<file path="config.mk">
export PLATFORM = sky130hd
export DESIGN_NAME = ro_meas_ctrl
export DESIGN_NICKNAME = d
export VERILOG_FILES = /design/src/rtl/ro_meas_ctrl_pkg.sv /design/src/rtl/ro_sync_edge.sv /design/src/rtl/ro_meas_ctrl.sv
export SDC_FILE = /design/constraint.sdc
export NUM_CORES = 1
export LEC_CHECK = 0
export CAP_MARGIN = 20
export CORE_MARGIN = 8
export CORE_UTILIZATION = 35
export CTS_BUF_LIST = sky130_fd_sc_hd__clkbuf_16
export DETAILED_ROUTE_END_ITERATION = 8
export GPL_TIMING_DRIVEN = 0
export RECOVER_POWER = 100
export SLEW_MARGIN = 30
export SYNTH_ARGS = -nofsm -noshare
export SYNTH_HDL_FRONTEND = slang
export SYNTH_SLANG_ARGS = --single-unit
</file>
<file path="constraint.sdc">
create_clock -name clk -period 5.27 [get_ports clk]
set_input_delay 0.7905 -clock clk [delete_from_list [all_inputs] [get_ports clk]]
set_output_delay 0.7905 -clock clk [all_outputs]
set_load 0.03 [all_outputs]
</file>
<file path="src/rtl/ro_meas_ctrl_pkg.sv">
// Shared types and default constants for the ring-oscillator measurement controller.
package ro_meas_pkg;

    typedef enum logic [1:0] {
        ST_IDLE,
        ST_SETTLE,
        ST_MEASURE,
        ST_DONE
    } state_t;

    typedef logic [15:0] window_t;

    localparam int unsigned DEF_CNT_W         = 16;
    localparam int unsigned DEF_SETTLE_CYCLES = 8;
    localparam int unsigned DEF_SYNC_STAGES   = 2;

endpackage

</file>
<file path="src/rtl/ro_sync_edge.sv">
// Multi-flop synchronizer followed by a free-running rising-edge detector.
module ro_sync_edge #(
    parameter int unsigned SYNC_STAGES = 2
) (
    input  logic clk,
    input  logic rst,
    input  logic async_in,
    output logic rise
);

    logic [SYNC_STAGES-1:0] sync_q;
    logic                   hist_q;

    always_ff @(posedge clk or posedge rst) begin
        if (rst) begin
            sync_q <= '0;
            hist_q <= 1'b0;
        end else begin
            sync_q[0] <= async_in;
            for (int unsigned i = 1; i < SYNC_STAGES; i++) begin
                sync_q[i] <= sync_q[i-1];
            end
            hist_q <= sync_q[SYNC_STAGES-1];
        end
    end

    assign rise = sync_q[SYNC_STAGES-1] & ~hist_q;

endmodule

</file>
<file path="src/rtl/ro_meas_ctrl.sv">
// Ring-oscillator frequency measurement: enable, settle, count edges over a window.
module ro_meas_ctrl
    import ro_meas_pkg::*;
#(
    parameter int unsigned CNT_W         = DEF_CNT_W,
    parameter int unsigned SETTLE_CYCLES = DEF_SETTLE_CYCLES,
    parameter int unsigned SYNC_STAGES   = DEF_SYNC_STAGES
) (
    input  logic             clk,
    input  logic             rst,
    input  logic             start,
    input  logic             abort,
    input  window_t          window_len,
    input  logic             ro_tap,
    output logic             ro_en,
    output logic             busy,
    output logic             done,
    output logic [CNT_W-1:0] result,
    output logic             overflow
);

    localparam window_t SETTLE_LOAD = (SETTLE_CYCLES == 0) ? '0 : window_t'(SETTLE_CYCLES - 1);

    state_t           state_q, state_d;
    window_t          tmr_q, tmr_d;
    window_t          win_q, win_d;
    logic [CNT_W-1:0] cnt_q, cnt_d;
    logic             ovf_q, ovf_d;
    logic             clr;
    logic             rise;

    ro_sync_edge #(
        .SYNC_STAGES(SYNC_STAGES)
    ) u_sync_edge (
        .clk     (clk),
        .rst     (rst),
        .async_in(ro_tap),
        .rise    (rise)
    );

    always_comb begin
        state_d = state_q;
        tmr_d   = tmr_q;
        win_d   = win_q;
        clr     = 1'b0;
        case (state_q)
            ST_IDLE: begin
                if (start && (window_len != '0)) begin
                    win_d = window_len;
                    clr   = 1'b1;
                    if (SETTLE_CYCLES == 0) begin
                        state_d = ST_MEASURE;
                        tmr_d   = window_len - window_t'(1);
                    end else begin
                        state_d = ST_SETTLE;
                        tmr_d   = SETTLE_LOAD;
                    end
                end
            end
            ST_SETTLE: begin
                if (abort) begin
                    state_d = ST_IDLE;
                end else if (tmr_q == '0) begin
                    state_d = ST_MEASURE;
                    tmr_d   = win_q - window_t'(1);
                end else begin
                    tmr_d = tmr_q - window_t'(1);
                end
            end
            ST_MEASURE: begin
                if (abort) begin
                    state_d = ST_IDLE;
                end else if (tmr_q == '0) begin
                    state_d = ST_DONE;
                end else begin
                    tmr_d = tmr_q - window_t'(1);
                end
            end
            ST_DONE: state_d = ST_IDLE;
            default: state_d = ST_IDLE;
        endcase
    end

    // Saturating edge counter; the final MEASURE cycle's edge is folded into result via cnt_d.
    always_comb begin
        cnt_d = cnt_q;
        ovf_d = ovf_q;
        if (clr) begin
            cnt_d = '0;
            ovf_d = 1'b0;
        end else if ((state_q == ST_MEASURE) && rise) begin
            if (cnt_q == '1) begin
                ovf_d = 1'b1;
            end else begin
                cnt_d = cnt_q + 1'b1;
            end
        end
    end

    always_ff @(posedge clk or posedge rst) begin
        if (rst) begin
            state_q  <= ST_IDLE;
            tmr_q    <= '0;
            win_q    <= '0;
            cnt_q    <= '0;
            ovf_q    <= 1'b0;
            ro_en    <= 1'b0;
            busy     <= 1'b0;
            done     <= 1'b0;
            result   <= '0;
            overflow <= 1'b0;
        end else begin
            state_q <= state_d;
            tmr_q   <= tmr_d;
            win_q   <= win_d;
            cnt_q   <= cnt_d;
            ovf_q   <= ovf_d;
            ro_en   <= (state_d == ST_SETTLE) || (state_d == ST_MEASURE);
            busy    <= (state_d == ST_SETTLE) || (state_d == ST_MEASURE);
            done    <= (state_d == ST_DONE);
            if ((state_q == ST_MEASURE) && (state_d == ST_DONE)) begin
                result   <= cnt_d;
                overflow <= ovf_d;
            end
        end
    end

endmodule

</file>
==> impl_metrics.py, run 1 <==
metrics = {
    "worst_setup_path": {
        "cp-end-kind": "flop",
        "worstSetupStartpointType": "input pin",
        "cpPeakStageDelay_ns": 0.58,
        "timing.critical_path.slowest_stage_cell": "sky130_fd_sc_hd__dlygate4sd3_1",
        "arrival_ns": 4.14,
        "worstPathRequired_ns": 5.46,
        "reg2reg_setup_slack_ns": 1.51,
        "critical_path_peak_fanout": 10,
        "critical_path.cell_chain": "dlygate4sd3_1 > nor4_1 > nand4_1 > nand2_1 > nand2_1 > o21ai_0 > o2bb2a_1 > ha_1 > nand2_1 > or2_0 > clkbuf_1 > o21ai_0",
        "worst_setup_path_category": "input pin to flop",
        "crit_path_frequent_cell": "sky130_fd_sc_hd__nand2_1",
    },
    "yosys": {
        "post_synth_mux_area_share_pct": 5.25,
        "yosysWarnings": 0,
        "async_flop_share_pct": 100,
        "yosys.cell_types.count": 53,
        "syn_inst": 366,
        "post_synth_fa_ha_maj_area_fraction_pct": 3.30,
        "seq_cells_post_synth": 73,
        "netlist_area_pre_place_sq_um": 3790,
        "synth_common_cells": "sky130_fd_sc_hd__dfrtp_1 (73), sky130_fd_sc_hd__nand2_1 (39), sky130_fd_sc_hd__nor2_1 (28), sky130_fd_sc_hd__o21ai_0 (28)",
        "synth_top_family_by_area": "simple AND/OR/NAND/NOR gates",
        "synth_net_count": 397,
        "synth_top_cells_by_area": "sky130_fd_sc_hd__dfrtp_1 (48%), sky130_fd_sc_hd__mux2_2 (4.5%), sky130_fd_sc_hd__nand2_1 (3.9%)",
        "syn-mean-instance-area_sq_um": 10.3,
        "synth_top_cell_area_share_pct": 48.2,
        "yosysTopAreaCell": "sky130_fd_sc_hd__dfrtp_1",
        "synthMostInstantiatedCell": "sky130_fd_sc_hd__dfrtp_1",
        "synth_seq_area_share_pct": 48.2,
        "synth_enable_flop_cells": 0,
        "synth_compound_area_share_pct": 13.3,
        "yosys.area_share.simple_pct": 19.8,
        "synthFlopType": "sky130_fd_sc_hd__dfrtp_1",
        "synth_xor_xnor_area_share_pct": 7.17,
    },
    "timing": {
        "slew_violations": 76,
        "layout_min_cycle_time_ns": 3.95,
        "skew_ns": 0.00529,
        "worstMarginPinSlew_ns": 1.90,
        "setup_tns_ns": 0,
        "max_freq_mhz": 253,
        "setup_repair_after_global_routing_missed_its_margin": "no",
        "final.hold.worst_slack_ns": 0.349,
        "finalHoldViolations": 0,
        "timing.slew.headroom_pct": -27.3,
        "finalSetupViolations": 0,
        "period_share_pct": 74.9,
    },
    "placed_design": {
        "io_buffers": 40,
        "hpwl_mm": 6.67,
        "place_congestion": 0.847,
        "dpl.cell_count": 547,
    },
    "clock_tree": {
        "post_cts.resized_instances": 0,
        "clock_tree_from_tritoncts": "yes",
        "cts.reportedPaths.clkPinSlew_ns": 0.06,
        "clock-sinks": 73,
        "hold_fix_buffer_count_after_cts": 0,
        "cts.path.max_buffers": 2,
        "cts.root.buffer_cell": "sky130_fd_sc_hd__clkbuf_16",
        "htree_num_levels": 3,
        "cts_made_buffers": 9,
        "worstSkewPairLatency_ns": 0.33,
        "postCtsSetupBuffers": 0,
    },
    "drt": {
        "wl_per_cell_microns": 16.0,
        "routed_wirelength_mm": 8.97,
        "firstDrtPassIters": 4,
        "vias_per_cell": 5.16,
        "drtAntennaViolNets": 0,
        "drc": 0,
        "vias": 2898,
        "first_iter_violations": 136,
    },
    "power_and_ir_drop": {
        "power.density_nw_per_um2": 496,
        "p_leak_nw": 2.00,
        "power.ir.vdd_worst_mv": 0.206,
    },
    "die": {
        "die-width_microns": 120,
        "die_h_microns": 120,
        "design.core.area_sq_um": 10700,
        "starting_density_pct": 35.4,
        "placement_rows": 38,
        "die-area_sq_um": 14400,
        "ioPinCount": 41,
    },
    "flow_run": {
        "cap_violations": 2,
    },
    "global_routing": {
        "grt_antenna_before_repair": 0,
        "grt-ovfl-total": 0,
        "grt_first_pass_wirelength_mm": 15.2,
        "globalRouteTotalUtil_pct": 13.1,
        "grt_start_max_net_pins": 43,
        "vias_in_the_first_global_route": 3009,
    },
    "cells_and_area": {
        "final_nets": 449,
        "final_layout_size_suffix_gt1_share_pct": 11.4,
        "layout-area-overhead-vs-synth_pct": 23.2,
        "stdcell_count": 562,
        "n_antenna_cell": 0,
    },
    "run_status": {
        "run_status": "complete, but fails checks",
        "failed_checks": "capacitance limit, slew limit",
    },
    "worst_hold_path": {
        "hold_path_class": "flop to flop",
    },
}
## critical path: cells and delay by family
family          cells  cell delay (ns)
fa+ha+maj           1             0.22
simple gates        6             1.74
compound gates      3             0.46
buf+inv             2             0.91
## power breakdown
group / switching [mW] / total (mW) / leakage (nW) / internal (mW)
Combinational: 0.464 / 0.834 / 0.878 / 0.370
Clock: 0.239 / 0.653 / 0.152 / 0.414
Sequential: 0.148 / 0.825 / 0.966 / 0.677
Total: 0.851 / 2.31 / 2.00 / 1.46
## final timing paths
path	startpoint	end	cells past startpoint
max	window_len[0]	result[2]	12
min	u_sync_edge.sync_q[0]	u_sync_edge.sync_q[1]	0
max reg2reg	tmr_q[0]	result[2]	13
min reg2reg	u_sync_edge.sync_q[0]	u_sync_edge.sync_q[1]	0
max in group asynchronous	rst	result[2]	3
min in group asynchronous	rst	tmr_q[5]	2
## placed cells by master, fill, tap and decap left out, types with 3 or more instances in the layout
cell type,n
sky130_fd_sc_hd__o21ai_0,30
sky130_fd_sc_hd__nor4_1,6
sky130_fd_sc_hd__nor4_2,3
sky130_fd_sc_hd__dlygate4sd3_1,23
sky130_fd_sc_hd__clkbuf_1,10
sky130_fd_sc_hd__nand4_1,10
sky130_fd_sc_hd__mux2i_1,3
sky130_fd_sc_hd__inv_1,7
sky130_fd_sc_hd__xnor2_1,16
sky130_fd_sc_hd__xor2_1,15
sky130_fd_sc_hd__nand3_1,8
sky130_fd_sc_hd__nor3_1,16
sky130_fd_sc_hd__mux2_2,15
sky130_fd_sc_hd__o32ai_1,3
sky130_fd_sc_hd__nand2_1,39
sky130_fd_sc_hd__o22ai_1,8
sky130_fd_sc_hd__o21ai_1,6
sky130_fd_sc_hd__and3_1,5
sky130_fd_sc_hd__clkdlybuf4s50_1,17
sky130_fd_sc_hd__a22o_1,12
sky130_fd_sc_hd__and4_1,5
sky130_fd_sc_hd__clkinv_4,3
sky130_fd_sc_hd__dfrtp_1,73
sky130_fd_sc_hd__clkbuf_16,9
sky130_fd_sc_hd__ha_1,10
sky130_fd_sc_hd__nor2_1,28
## cells by family after synthesis
logic type | after synthesis
simple gates | 140
flops | 73
buf+inv | 21
xor+xnor | 31
compound gates | 73
fa+ha+maj | 10
mux | 18
## sequential cells by signal, summed over array words and instances, names as in the netlist
signal	cells
u_sync_edge.sync_q	2
win_q	16
u_sync_edge.hist_q	1
result	16
tmr_q	16
done	1
busy	1
state_q	2
cnt_q	16
ovf_q	1
overflow	1
## routing by layer
layer  wire [microns]  GRT usage (%)  part of all wire, %
met1             3950           15.9                   44
met3              264           2.49                  2.9
met2             4620           22.3                   51
met4              140           5.15                  1.6
met5                0              0                    0
## final cells by class
cell class,count,area (sq um)
fill,1019,6030
multi-input combinational,272,1840
sequential,73,1830
timing repair buffer,41,404
clock buffer,9,225
tap,140,175
clock inverter,6,93.8
buffer,13,71.3
inverter,8,31.3
## stage by stage
step | total power, mW | util, % | cell area (sq um) | setup WS [ns]
2_1_floorplan | 1.46 | - | 3790 | 2.37
3_3_place_gp | 1.67 | 40.8 | 4360 | 1.05
3_5_place_dp | 1.68 | 41.0 | 4390 | 1.09
4_1_cts | 2.35 | 44.0 | 4700 | 1.43
5_1_grt | 2.46 | 43.6 | 4660 | 0.912
6_report | 2.31 | 43.6 | 4660 | 1.32
Power figures use the tool's default switching activity.
==> run 2, diff against run 1 <==
==> constraint.sdc (replaced) <==
create_clock -name clk -period 3.65 [get_ports clk]
set_input_delay 0.5475 -clock clk [delete_from_list [all_inputs] [get_ports clk]]
set_output_delay 0.5475 -clock clk [all_outputs]
set_load 0.03 [all_outputs]
==> run 2 against run 1 <==
The run still ends with capacitance limit, slew limit left. Critical path type is now flop to flop. Largest power group unchanged. Cell count is 0.18% lower. Register-to-register slack worse by 1.2 ns. Sequential share of layout area about the same.
==> impl_metrics.py, run 2 (synthesis results as in run 1) <==
metrics = {
    "clock_tree": {
        "postCtsSetupBuffers": 0,
        "clock_tree_from_tritoncts": "yes",
        "cts_made_buffers": 9,
        "hold_fix_buffer_count_after_cts": 0,
        "cts.reportedPaths.clkPinSlew_ns": 0.06,
        "cts.root.buffer_cell": "sky130_fd_sc_hd__clkbuf_16",
        "worstSkewPairLatency_ns": 0.33,
        "cts.path.max_buffers": 2,
        "clock-sinks": 73,
        "htree_num_levels": 3,
    },
    "die": {
        "starting_density_pct": 35.4,
        "placement_rows": 38,
        "die_h_microns": 120,
        "die-area_sq_um": 14400,
        "ioPinCount": 41,
        "design.core.area_sq_um": 10700,
        "die-width_microns": 120,
    },
    "worst_hold_path": {
        "hold_path_class": "flop to flop",
        "timing.hold.worst_path_depth": 0,
    },
    "flow_run": {
        "cap_violations": 1,
    },
    "timing": {
        "slew_violations": 43,
        "max_freq_mhz": 297,
        "finalSetupViolations": 0,
        "skew_ns": 0.00558,
        "period_share_pct": 92.1,
        "setup_repair_after_global_routing_missed_its_margin": "no",
        "timing.slew.headroom_pct": -27.4,
        "worstMarginPinSlew_ns": 1.90,
        "finalHoldViolations": 0,
        "layout_min_cycle_time_ns": 3.36,
    },
    "run_status": {
        "run_status": "complete, but fails checks",
        "failed_checks": "capacitance limit, slew limit",
    },
    "placed_design": {
        "io_buffers": 40,
        "place_congestion": 0.847,
        "hpwl_mm": 6.67,
        "dpl.cell_count": 547,
    },
    "cells_and_area": {
        "n_antenna_cell": 0,
        "final_layout_size_suffix_gt1_share_pct": 12.4,
        "layout-area-overhead-vs-synth_pct": 23.3,
        "most-common-layout-cells": "sky130_fd_sc_hd__dfrtp_1 (73), sky130_fd_sc_hd__nand2_1 (39), sky130_fd_sc_hd__o21ai_0 (30)",
        "final_nets": 448,
        "layout.filler_cells": 1022,
        "final_common_cell": "sky130_fd_sc_hd__dfrtp_1",
        "stdcell_count": 561,
    },
    "drt": {
        "routed_wirelength_mm": 8.99,
        "vias_per_cell": 5.20,
        "vias": 2916,
        "first_iter_violations": 128,
        "wl_per_cell_microns": 16.0,
        "drtAntennaViolNets": 0,
        "drc": 0,
        "firstDrtPassIters": 5,
    },
    "global_routing": {
        "grt_start_max_net_pins": 43,
        "grt-ovfl-total": 0,
        "grt_antenna_before_repair": 0,
        "vias_in_the_first_global_route": 3009,
        "globalRouteTotalUtil_pct": 13.1,
        "grt_first_pass_wirelength_mm": 15.2,
    },
    "worst_setup_path": {
        "worst_setup_path_category": "flop to flop",
        "critical_path_peak_fanout": 15,
        "arrival_ns": 3.56,
        "timing.reg2reg.worst_path_depth": 12,
        "worstSetupStartpointType": "flop",
        "cp-end-kind": "flop",
        "worstPathRequired_ns": 3.85,
    },
    "power_and_ir_drop": {
        "power.density_nw_per_um2": 716,
        "finalPower_mw": 3.34,
        "p_leak_nw": 2.00,
        "power.ir.vdd_worst_mv": 0.297,
    },
}
run 2: path summary, 6_finish.rpt:
path | endpoint | from | slack, ns
worst min-delay path | u_sync_edge.sync_q[1] | u_sync_edge.sync_q[0] | 0.35
min in group asynchronous | tmr_q[5] | rst | 1.16
worst max register to register | result[12] | tmr_q[0] | 0.29
worst max-delay path | result[12] | tmr_q[0] | 0.29
worst min register to register | u_sync_edge.sync_q[1] | u_sync_edge.sync_q[0] | 0.35
max in group asynchronous | result[2] | rst | 1.00
run 2: metrics by stage:
step	util [%]	instance area [sq um]	hold WS, ns	setup TNS, ns	setup slack, ns
finish	43.6	4670	0.349	0	0.287
global route	43.6	4670	0.357	0	0.0408
CTS	43.9	4700	0.350	0	0.0785
detailed placement	41.0	4390	0.336	-2.68	-0.286
global placement	40.8	4360	0.336	-3.90	-0.332
floorplan	-	3790	0.331	0	0.752
run 2: final cells by class:
class,instances,area (sq um),area share [%]
buffer,12,76.3,1.63
sequential,73,1830,39.1
timing repair buffer,41,405,8.68
clock inverter,6,93.8,2.01
multi-input combinational,272,1830,39.3
inverter,8,31.3,0.670
tap,140,175,3.75
clock buffer,9,225,4.82
run 2: worst max-delay path, cell delays in order (launching register included):
cell	delay [ns]
sky130_fd_sc_hd__dfrtp_1	0.41
sky130_fd_sc_hd__inv_1	0.11
sky130_fd_sc_hd__ha_1	0.15
sky130_fd_sc_hd__nor4b_1	0.33
sky130_fd_sc_hd__nand4_1	0.30
sky130_fd_sc_hd__a21oi_4	0.39
sky130_fd_sc_hd__buf_4	0.24
sky130_fd_sc_hd__nor2_1	0.05
sky130_fd_sc_hd__o2bb2a_2	0.27
sky130_fd_sc_hd__ha_1	0.21
sky130_fd_sc_hd__nand2_1	0.29
sky130_fd_sc_hd__or2_2	0.34
sky130_fd_sc_hd__o21ai_0	0.14
run 2: layer usage:
| layer | global-route usage, % | wire length, microns | part of all wire [%] | vias to the layer above |
|---|---|---|---|---|
| met2 | 22.3 | 4610 | 51 | 52 |
| met5 | 0 | 0 | 0 | - |
| met4 | 5.15 | 159 | 1.8 | 0 |
| met3 | 2.49 | 308 | 3.4 | 12 |
| met1 | 15.9 | 3910 | 43 | 1418 |
| li1 | - | - | - | 1434 |
run 2: report_power, final:
part	leakage (nW)	switching, mW	total, mW	internal, mW
logic	0.885	0.670	1.21	0.538
clock network	0.152	0.345	0.943	0.598
registers	0.966	0.215	1.19	0.977
run 2: timing repair:
action / CTS / global route
pin swaps: 0 / 0
setup endpoints to repair: 8 / 16
resized for setup: 0 / 3
hold endpoints to repair: 0 / 0
==> run 3, diff against run 2 <==
--- a/config.mk
+++ b/config.mk
@@ -11,8 +11,9 @@
 export CTS_BUF_LIST = sky130_fd_sc_hd__clkbuf_16
 export DETAILED_ROUTE_END_ITERATION = 8
 export GPL_TIMING_DRIVEN = 0
+export PLACE_DENSITY = 0.53
 export RECOVER_POWER = 100
-export SLEW_MARGIN = 30
+export SLEW_MARGIN = 10
 export SYNTH_ARGS = -nofsm -noshare
 export SYNTH_HDL_FRONTEND = slang
 export SYNTH_SLANG_ARGS = --single-unit
==> run 3 against run 2 <==
Clock power shrank 15%. Final area shrank 0.97%. Largest cell class unchanged. Cell count is the same. Die area is the same. Critical path depth shrank 2. Sequential cell count is the same. The flow now finishes without violations. Largest power group unchanged. Global-route usage grew 0.59 points. Via count shrank 0.41%. Sequential share of layout area grew 0.38 points. Utilization shrank 0.42 points. Clock-buffer cell count is the same.
==> impl_metrics.py, run 3 (synthesis results as in run 1) <==
metrics = {
    "run_status": {
        "run_status": "finished, final reports clean",
    },
    "clock_tree": {
        "postCtsSetupBuffers": 0,
        "cts_made_buffers": 9,
        "clock_tree_from_tritoncts": "yes",
        "hold_fix_buffer_count_after_cts": 0,
        "worstSkewPairLatency_ns": 0.33,
        "clock-sinks": 73,
        "post_cts.resized_instances": 0,
        "cts.path.max_buffers": 2,
        "cts.reportedPaths.clkPinSlew_ns": 0.06,
        "cts.root.buffer_cell": "sky130_fd_sc_hd__clkbuf_16",
        "htree_num_levels": 3,
    },
    "placed_design": {
        "io_buffers": 40,
        "place_congestion": 0.819,
        "place_ws_ns": -0.245,
        "hpwl_mm": 6.83,
    },
    "cells_and_area": {
        "layout-area-overhead-vs-synth_pct": 22.1,
        "final_layout_size_suffix_gt1_share_pct": 12.6,
        "final_nets": 448,
        "n_antenna_cell": 0,
        "layout.filler_cells": 1043,
        "final_common_cell": "sky130_fd_sc_hd__dfrtp_1",
        "most-common-layout-cells": "sky130_fd_sc_hd__dfrtp_1 (73), sky130_fd_sc_hd__nand2_1 (39), sky130_fd_sc_hd__o21ai_0 (30)",
    },
    "die": {
        "placement_rows": 38,
        "die-area_sq_um": 14400,
        "starting_density_pct": 35.4,
        "design.core.area_sq_um": 10700,
        "ioPinCount": 41,
        "die-width_microns": 120,
        "die_h_microns": 120,
    },
    "timing": {
        "final.hold.worst_slack_ns": 0.356,
        "min_setup_slack_post_route_ns": 0.245,
        "timing.slew.headroom_pct": 12.3,
        "finalSetupViolations": 0,
        "skew_ns": 0.00899,
        "setup_tns_ns": 0,
        "max_freq_mhz": 294,
        "finalHoldViolations": 0,
        "layout_min_cycle_time_ns": 3.41,
        "setup_repair_after_global_routing_missed_its_margin": "no",
        "worstMarginPinSlew_ns": 1.32,
        "period_share_pct": 93.3,
        "slew_violations": 0,
    },
    "worst_setup_path": {
        "critical_path.reg2reg.startpoint": "tmr_q[5]",
        "timing.critical_path.slowest_stage_cell": "sky130_fd_sc_hd__nor4_2",
        "arrival_ns": 3.60,
        "cpPeakStageDelay_ns": 0.49,
        "worst_r2r_endpoint": "result[11]",
        "critical_path_peak_fanout": 15,
        "worstPathRequired_ns": 3.84,
        "timing.reg2reg.worst_path_depth": 10,
        "reg2reg_setup_slack_ns": 0.24,
        "worst_setup_path_category": "flop to flop",
        "critical_path.cell_chain": "nor4_2 > nand4_1 > a21oi_4 > buf_4 > nor2_1 > o2bb2a_2 > ha_1 > nand2_1 > or2_2 > o21ai_0",
        "worstSetupStartpointType": "flop",
        "cp-end-kind": "flop",
    },
    "global_routing": {
        "grt_first_pass_wirelength_mm": 15.8,
        "globalRouteTotalUtil_pct": 13.6,
        "grt-ovfl-total": 0,
        "vias_in_the_first_global_route": 3076,
        "grt_antenna_before_repair": 0,
        "grt_start_max_net_pins": 55,
    },
    "drt": {
        "wl_per_cell_microns": 16.6,
        "route.met2.wl_mm": 4.72,
        "vias_per_cell": 5.18,
        "drc": 0,
        "firstDrtPassIters": 4,
        "wirelength_met1_mm": 4.18,
        "routed_wirelength_mm": 9.29,
        "top_layer_used": "met4",
        "route.met3.wl_microns": 347,
        "vias": 2904,
        "first_iter_violations": 182,
        "drtAntennaViolNets": 0,
    },
    "power_and_ir_drop": {
        "finalPower_mw": 3.23,
        "power.density_nw_per_um2": 699,
        "p_leak_nw": 1.98,
        "power.ir.vdd_worst_mv": 0.245,
    },
    "worst_hold_path": {
        "start_point_of_the_worst_min_delay_path": "u_sync_edge.sync_q[0]",
        "timing.hold.worst_path_depth": 0,
        "hold_path_class": "flop to flop",
        "worst_hold_path.endpoint": "u_sync_edge.sync_q[1]",
    },
    "flow_run": {
        "cap_violations": 0,
    },
}
## run 3: cell types whose count changed in the layout (fill, tap and decap cells not counted), sizes merged
cell,change
inv,+1
clkinvlp,+2
bufinv,-2
clkinv,-1
## run 3: area by class of cell
class | count | area, sq um | area share (%)
Buffer | 12 | 76.3 | 1.65
Clock buffer | 9 | 225 | 4.87
Clock inverter | 6 | 45.0 | 0.974
Inverter | 8 | 31.3 | 0.677
Multi-Input combinational cell | 272 | 1840 | 39.8
Sequential cell | 73 | 1830 | 39.5
Tap cell | 140 | 175 | 3.79
Timing Repair Buffer | 41 | 405 | 8.77
## run 3: how the worst max path moves through the flow
stage                  start    endpoint  slack (ns)  depth (start not counted)
4_1_cts            tmr_q[10]  result[11]        0.05                         10
2_1_floorplan       tmr_q[0]   result[3]        0.75                         13
6_report            tmr_q[5]  result[11]        0.24                         10
5_1_grt            tmr_q[10]  result[11]        0.02                         10
3_5_place_dp   window_len[1]   result[6]       -0.24                         12
3_3_place_gp   window_len[0]   result[9]       -0.24                         12
## run 3: per-layer routing
| layer | GRT usage [%] | up-vias |
|---|---|---|
| li1 | - | 1435 |
| met1 | 17.3 | 1420 |
| met2 | 22.7 | 47 |
| met3 | 2.77 | 2 |
| met4 | 4.68 | 0 |
| met5 | 0 | - |
## run 3: worst max-delay path: cells and delay by family, from the launching register on
family                   cells  cell delay, ns
AO/OA/AOI/OAI                3            0.80
AND/OR/NAND/NOR              5            1.54
adder cells (fa/ha/maj)      1            0.22
buffers and inverters        1            0.25
flip-flops                   1            0.45
## run 3: through the flow
step	area [sq um]	utilization, %	std cells
detailed placement	4390	41.1	547
global route	4620	43.2	561
floorplan	3790	-	366
CTS	4660	43.6	561
global placement	4360	40.8	546
finish	4620	43.2	561
## run 3: report_power, final
part	internal (mW)	switching [mW]	leakage [nW]	total, mW
Combinational	0.544	0.678	0.887	1.22
Sequential	0.977	0.226	0.966	1.20
Clock	0.458	0.347	0.124	0.805
Total	1.98	1.25	1.98	3.23
